`src/rtl/program_counter_if.sv`:
```
// Fetch-stage control bundle: jump select and absolute target from control logic,
// current program counter back toward instruction memory.
interface program_counter_if #(
    parameter int unsigned WIDTH = 8
);
    logic             PCSrc;
    logic [WIDTH-1:0] immediate;
    logic [WIDTH-1:0] PC;

    modport master (
        output PCSrc,
        output immediate,
        input  PC
    );

    modport slave (
        input  PCSrc,
        input  immediate,
        output PC
    );
endinterface

```
`src/rtl/program_counter.sv`:
```
// Program counter register: absolute jump load or fixed-step increment each rising edge,
// with a synchronous active-high reset taking priority over both.
module program_counter #(
    parameter int unsigned WIDTH       = 8,
    parameter int unsigned RESET_VALUE = 0,
    parameter int unsigned STEP        = 1
) (
    input  logic              CLK,
    input  logic              reset,
    program_counter_if.slave  bus
);

    localparam logic [WIDTH-1:0] RESET_PC = WIDTH'(RESET_VALUE);
    localparam logic [WIDTH-1:0] STEP_PC  = WIDTH'(STEP);

    logic [WIDTH-1:0] pc_r;
    logic [WIDTH-1:0] next_pc_s;

    // Next-PC selection; the add wraps naturally modulo 2^WIDTH.
    always_comb begin
        next_pc_s = pc_r + STEP_PC;
        if (bus.PCSrc == 1'b1) begin
            next_pc_s = bus.immediate;
        end else begin
            next_pc_s = pc_r + STEP_PC;
        end
    end

    // PC state register; reset is sampled only on the rising edge.
    always_ff @(posedge CLK) begin
        if (reset) begin
            pc_r <= RESET_PC;
        end else begin
            pc_r <= next_pc_s;
        end
    end

    assign bus.PC = pc_r;

endmodule

```
`src/flat_wrapper.sv`:
```
// flat-port wrapper written by rule: the top's interface ports become plain ports
module program_counter_flat 
#(
    parameter int unsigned WIDTH       = 8,
    parameter int unsigned RESET_VALUE = 0,
    parameter int unsigned STEP        = 1
)
  (CLK, reset, bus_PCSrc, bus_immediate, bus_PC);
  program_counter_if #(.WIDTH(WIDTH)) bus_i ();
  input  logic CLK;
  input  logic reset;
  input wire logic [$bits(bus_i.PCSrc)-1:0] bus_PCSrc;
  input wire logic [$bits(bus_i.immediate)-1:0] bus_immediate;
  output wire logic [$bits(bus_i.PC)-1:0] bus_PC;
  assign bus_i.PCSrc = bus_PCSrc;
  assign bus_i.immediate = bus_immediate;
  assign bus_PC = bus_i.PC;
  program_counter #(.WIDTH(WIDTH), .RESET_VALUE(RESET_VALUE), .STEP(STEP)) u_core (.CLK(CLK), .reset(reset), .bus(bus_i));
endmodule
```
`config.mk`:
```
export PLATFORM = sky130hd
export DESIGN_NAME = program_counter_flat
export DESIGN_NICKNAME = d
export VERILOG_FILES = /design/src/rtl/program_counter_if.sv /design/src/rtl/program_counter.sv /design/src/flat_wrapper.sv
export SDC_FILE = /design/constraint.sdc
export NUM_CORES = 1
export LEC_CHECK = 0
export ABC_AREA = 0
export CELL_PAD_IN_SITES_DETAIL_PLACEMENT = 1
export CELL_PAD_IN_SITES_GLOBAL_PLACEMENT = 2
export CORE_MARGIN = 4
export CORE_UTILIZATION = 19
export CTS_BUF_LIST = sky130_fd_sc_hd__clkbuf_16
export CTS_CLUSTER_DIAMETER = 80
export DETAILED_ROUTE_END_ITERATION = 8
export HOLD_SLACK_MARGIN = 0.08
export PLACE_DENSITY_LB_ADDON = 0.1
export SLEW_MARGIN = 0
export SYNTH_ARGS = -nofsm -noshare
export SYNTH_HDL_FRONTEND = slang
export SYNTH_SLANG_ARGS = --single-unit
```
`constraint.sdc`:
```
create_clock -name CLK -period 2 [get_ports CLK]
set_clock_uncertainty 0.1 [all_clocks]
set_input_delay 0.3 -clock CLK [delete_from_list [all_inputs] [get_ports CLK]]
set_output_delay 0.3 -clock CLK [all_outputs]
set_load 0.02 [all_outputs]
```
# ---- Yosys cells after proc, flatten, opt, wreduce, memory -nomap -nowiden
# Cells that the tools add are included.
dict set report totals {
  in_bits 11
  output_inout_bits 8
  word_cells 3
  regBits 8
}
dict set report classes {
  mux 1
  add_sub_neg 1
}
# op count
set op_table {}
lappend op_table {{adder 8 x 1 -> 8 bit, second input constant} 1}
lappend op_table {{2-to-1 mux 8 bit} 1}

# ---- Logic depth before layout (Yosys ltp)
dict set report logic_depth {
  depth_word 2
  mapped_depth 4
  ltp_nobuf 4
}

# ---- Least setup slack after synthesis
# Ideal clock, no wire load.
dict set report synth_path {
  path_type {flip-flop to flip-flop}
  from {register u_core.pc_r[0], in the netlist u_core.bus.PC[0]}
  to {register u_core.pc_r[6], in the netlist u_core.bus.PC[6]}
  n_path_buf 0
  setup_time_ns 0.091
  required_time_ns 1.809
  path_stages_with_launch 5
  setup_slack_ns 0.433
  arrival_ns 1.376
  period_less_slack_ns 1.567
  cell_sequence {dfxtp_1 > ha_1 > nand3_1 > or3_1 > a311oi_1}
}
dict set report synth_between {
  elab_chain_len 2
}
# item line
set synth_lines {}
lappend synth_lines {{start: declaration} program_counter.sv:16} ;# logic [WIDTH-1:0] pc_r;
lappend synth_lines {{start signal: assignment} program_counter.sv:34} ;# pc_r <= next_pc_s;
lappend synth_lines {{adder 8 x 1 -> 8 bit} program_counter.sv:25} ;# next_pc_s = pc_r + STEP_PC;
lappend synth_lines {{2-to-1 mux 8 bit} program_counter.sv:22} ;# if (bus.PCSrc == 1'b1) begin
# No other way between the ends.
# A chain may end at the register's enable or synchronous reset.

# ---- Worst setup path in the final report
dict set report layout_path {
  from {register u_core.pc_r[4], in the netlist u_core.bus.PC[4]}
  to {output port bus_PC[4]}
}
# item line
set layout_lines {}
lappend layout_lines {{end: declaration} flat_wrapper.sv:14} ;# output wire logic [$bits(bus_i.PC)-1:0] bus_PC;
# No word-level cell between the ends.

==> metrics.md <==
| Metric | Value |
|---|---|
| Arrival @ worst endpoint | `1.29 ns` |
| Setup Buffers After CTS | `0` |
| Hold Violations, Final | `0` |
| Final setup viols | `0` |
| Slew at the pin closest to its max-slew limit | `0.325 ns` |
| Synth Register Bits | `8` |
| Mean Syn Cell Area | `8.45 um^2` |
| Largest net degree at the start of global routing | `12` |
| Max-slew headroom | `78.3%` |
| Reg2reg path depth | `4` |
| # nets final | `77` |
| DR WL met2 | `between 400 and 500 um` |
| Die area | `~2700 um^2` |
| Crit path setup slack, layout | `0.311 ns` |
| Storage cell area | `160 um^2` |
| WL final | `1050 um` |
| Max reg flops | `8` |
| Multi-input combinational cell area | `200 um^2` |
| Commonest non-fill, non-tap cell in the layout | `clkdlybuf4s50_1` |
| Slowest cell on crit path | `clkdlybuf4s50_1` |
| RSZ-0062 raised after global routing | `no` |
| Cts hold-fix bufs | `0` |
| WP buf/inv | `1` |
| Critical Path RT | `1.60 ns` |
| Total Routing Usage GR | `10.1%` |
| Crit path time final | `1.69 ns` |
| Min-Delay Endpoint | `u_core.bus.PC[7]` |
| Net Count, Synth | `56` |
| Core area | `1780 um^2` |
| DRC marker count from the first detailed-route iteration | `1` |
| Hold Startpoint | `u_core.bus.PC[7]` |
| CTS Buf Count | `3` |
| Ant diodes | `0` |
| Share of cells above drive strength 1 | `6.35%` |
| Met3 WL | `about 83 um` |
| CTS tree | `done` |
| Crit-path cells | `clkdlybuf4s50_1` |
| Largest area contributor in the netlist | `dfxtp_1` |
| Fin Setup TNS | `0 ns` |
| HPWL after DPL | `810 um` |
| CTS resizes | `0` |
| First-pass DRT Iterations | `2` |
| Post-Synthesis Cells | `44` |
| Initial core utilization | `20.8%` |
| Worst Setup End Kind | `output pin` |
| IO Pins | `19` |
| Detailed-route wire length per cell | `about 12 um` |
| Reg-to-reg critical path startpoint | `u_core.bus.PC[0]` |
| Status | `finished clean` |
| Via density | `4.25` |
| Pre-CTS setup slack | `0.342 ns` |
| DR top layer | `met4` |
| First-pass GRT wire length | `around 1800 um` |
| Top cell type's share of synthesized area | `43.1%` |
| Initial antenna violation count | `0` |
| Leak pwr | `0.239 nW` |
| MaxCap Viol Count | `0` |
| Root buf cell | `clkbuf_16` |
| Synthesized cell area | `372 um^2` |
| PortBufs | `18` |
| Via count | `374` |
| Clock Latency Late Sink | `0.23 ns` |
| FMAX | `592 MHz` |
| CTS H-tree lvls | `1` |
| Synth-to-Final Area Change | `75.1%` |
| # rows | `15` |
| Gr ovfl total | `0` |
| Routed Antenna Nets | `0` |
| YS warnings | `0` |
| Worst vdd ir | `547 uV` |
| CP peak stage delay | `~0.64 ns` |
| Sink Count | `8` |
| Bufs on Longest Clock Path | `2` |
| Crit path max-delay family | `buffers and inverters` |
| R2r endpoint | `u_core.bus.PC[6]` |
| Wl on met1 | `~470 um` |
| Critical Path Fanout Max | `5` |
| Worst-path clk slew | `0.04 ns` |
| Tcrit/Tclk final | `84.4%` |
| Main area contributors after synthesis | `dfxtp_1, nor2_1, a311oi_1` |
| # DRC | `0` |
| Critical path type | `reg2out` |
| Number of global-route vias before repair | `between 300 and 400` |
| WHS Path Cells | `2` |
| Max-slew violations | `0` |
| Overall power | `0.602 mW` |
| Startpoint Class | `flip-flop` |
| Width of the chip | `52.2 um` |
| Power density over the cells | `925 nW/um^2` |
| Seq/Total Area, Yosys | `43.1%` |
| Most frequent cells in the layout | `clkdlybuf4s50_1, nor2_1, dfxtp_1` |
| FF-to-FF setup slack | `0.49 ns` |
| Final GP Congestion | `around 0.71` |
| Critical Path Source | `u_core.bus.PC[4]` |
| Filler Cells Inserted | `216` |
| Die Y | `about 52 um` |
| Post-synth cell types | `16` |
| Hold Path Class | `reg2reg` |
## layer usage
layer / track usage [%] / vias up
met3: 5.41 / 2
met4: 7.66 / 0
li1: - / 199
met5: 0 / -
met2: 14.0 / 12
met1: 11.4 / 161
## cells in the mapped netlist
library cell	instances
or3_1	3
ha_1	1
nand4_1	1
mux2i_1	1
clkbuf_1	2
o21ai_0	3
a21oi_1	2
nand3_1	1
nor2_1	8
xor2_1	3
inv_1	1
a211oi_1	2
dfxtp_1	8
a311oi_1	3
nand2_1	4
nand3_2	1
## where the power goes
part           internal [mW]  switching [mW]  leakage [nW]
logic                 0.0475          0.0377         0.136
clock network          0.257          0.0734        0.0370
registers              0.172          0.0137        0.0665
## cells by family (layout without fill, tap and decap cells)
| logic type | after synthesis | in the layout | synth area share [%] |
|---|---|---|---|
| AND/OR/NAND/NOR | 18 | 18 | 22.9 |
| XOR/XNOR | 3 | 3 | 7.07 |
| buffers and inverters | 3 | 22 | 3.03 |
| flip-flops | 8 | 8 | 43.1 |
| multiplexers | 1 | 1 | 2.69 |
| adder cells (fa/ha/maj) | 1 | 1 | 3.37 |
| AO/OA/AOI/OAI | 10 | 10 | 17.8 |
## worst max-delay path by stage
stage                       endpoint  slack, ns  cells after the start
finish                     bus_PC[4]       0.31                      1
global route               bus_PC[3]       0.25                      1
CTS                        bus_PC[3]       0.31                      1
detailed placement  u_core.bus.PC[5]       0.34                      4
global placement    u_core.bus.PC[5]       0.36                      4
floorplan           u_core.bus.PC[6]       0.43                      4
## stage by stage
stage | cells | area, um^2 | util, % | hold slack (ns)
after floorplan | 44 | 372 | - | 0.336
after global placement | 85 | 576 | 32.3 | 0.416
after detailed placement | 85 | 576 | 32.3 | 0.416
after CTS | 88 | 651 | 36.5 | 0.421
after global routing | 88 | 651 | 36.5 | 0.447
final | 88 | 651 | 36.5 | 0.416
## area by class of cell
cell class	instances	share of cell area, %
Multi-Input combinational cell	33	30.8
Timing Repair Buffer	18	27.7
Inverter	1	0.577
Tap cell	25	4.81
Sequential cell	8	24.6
Clock buffer	3	11.5
Note: power is estimated with default switching activity, not from simulation.
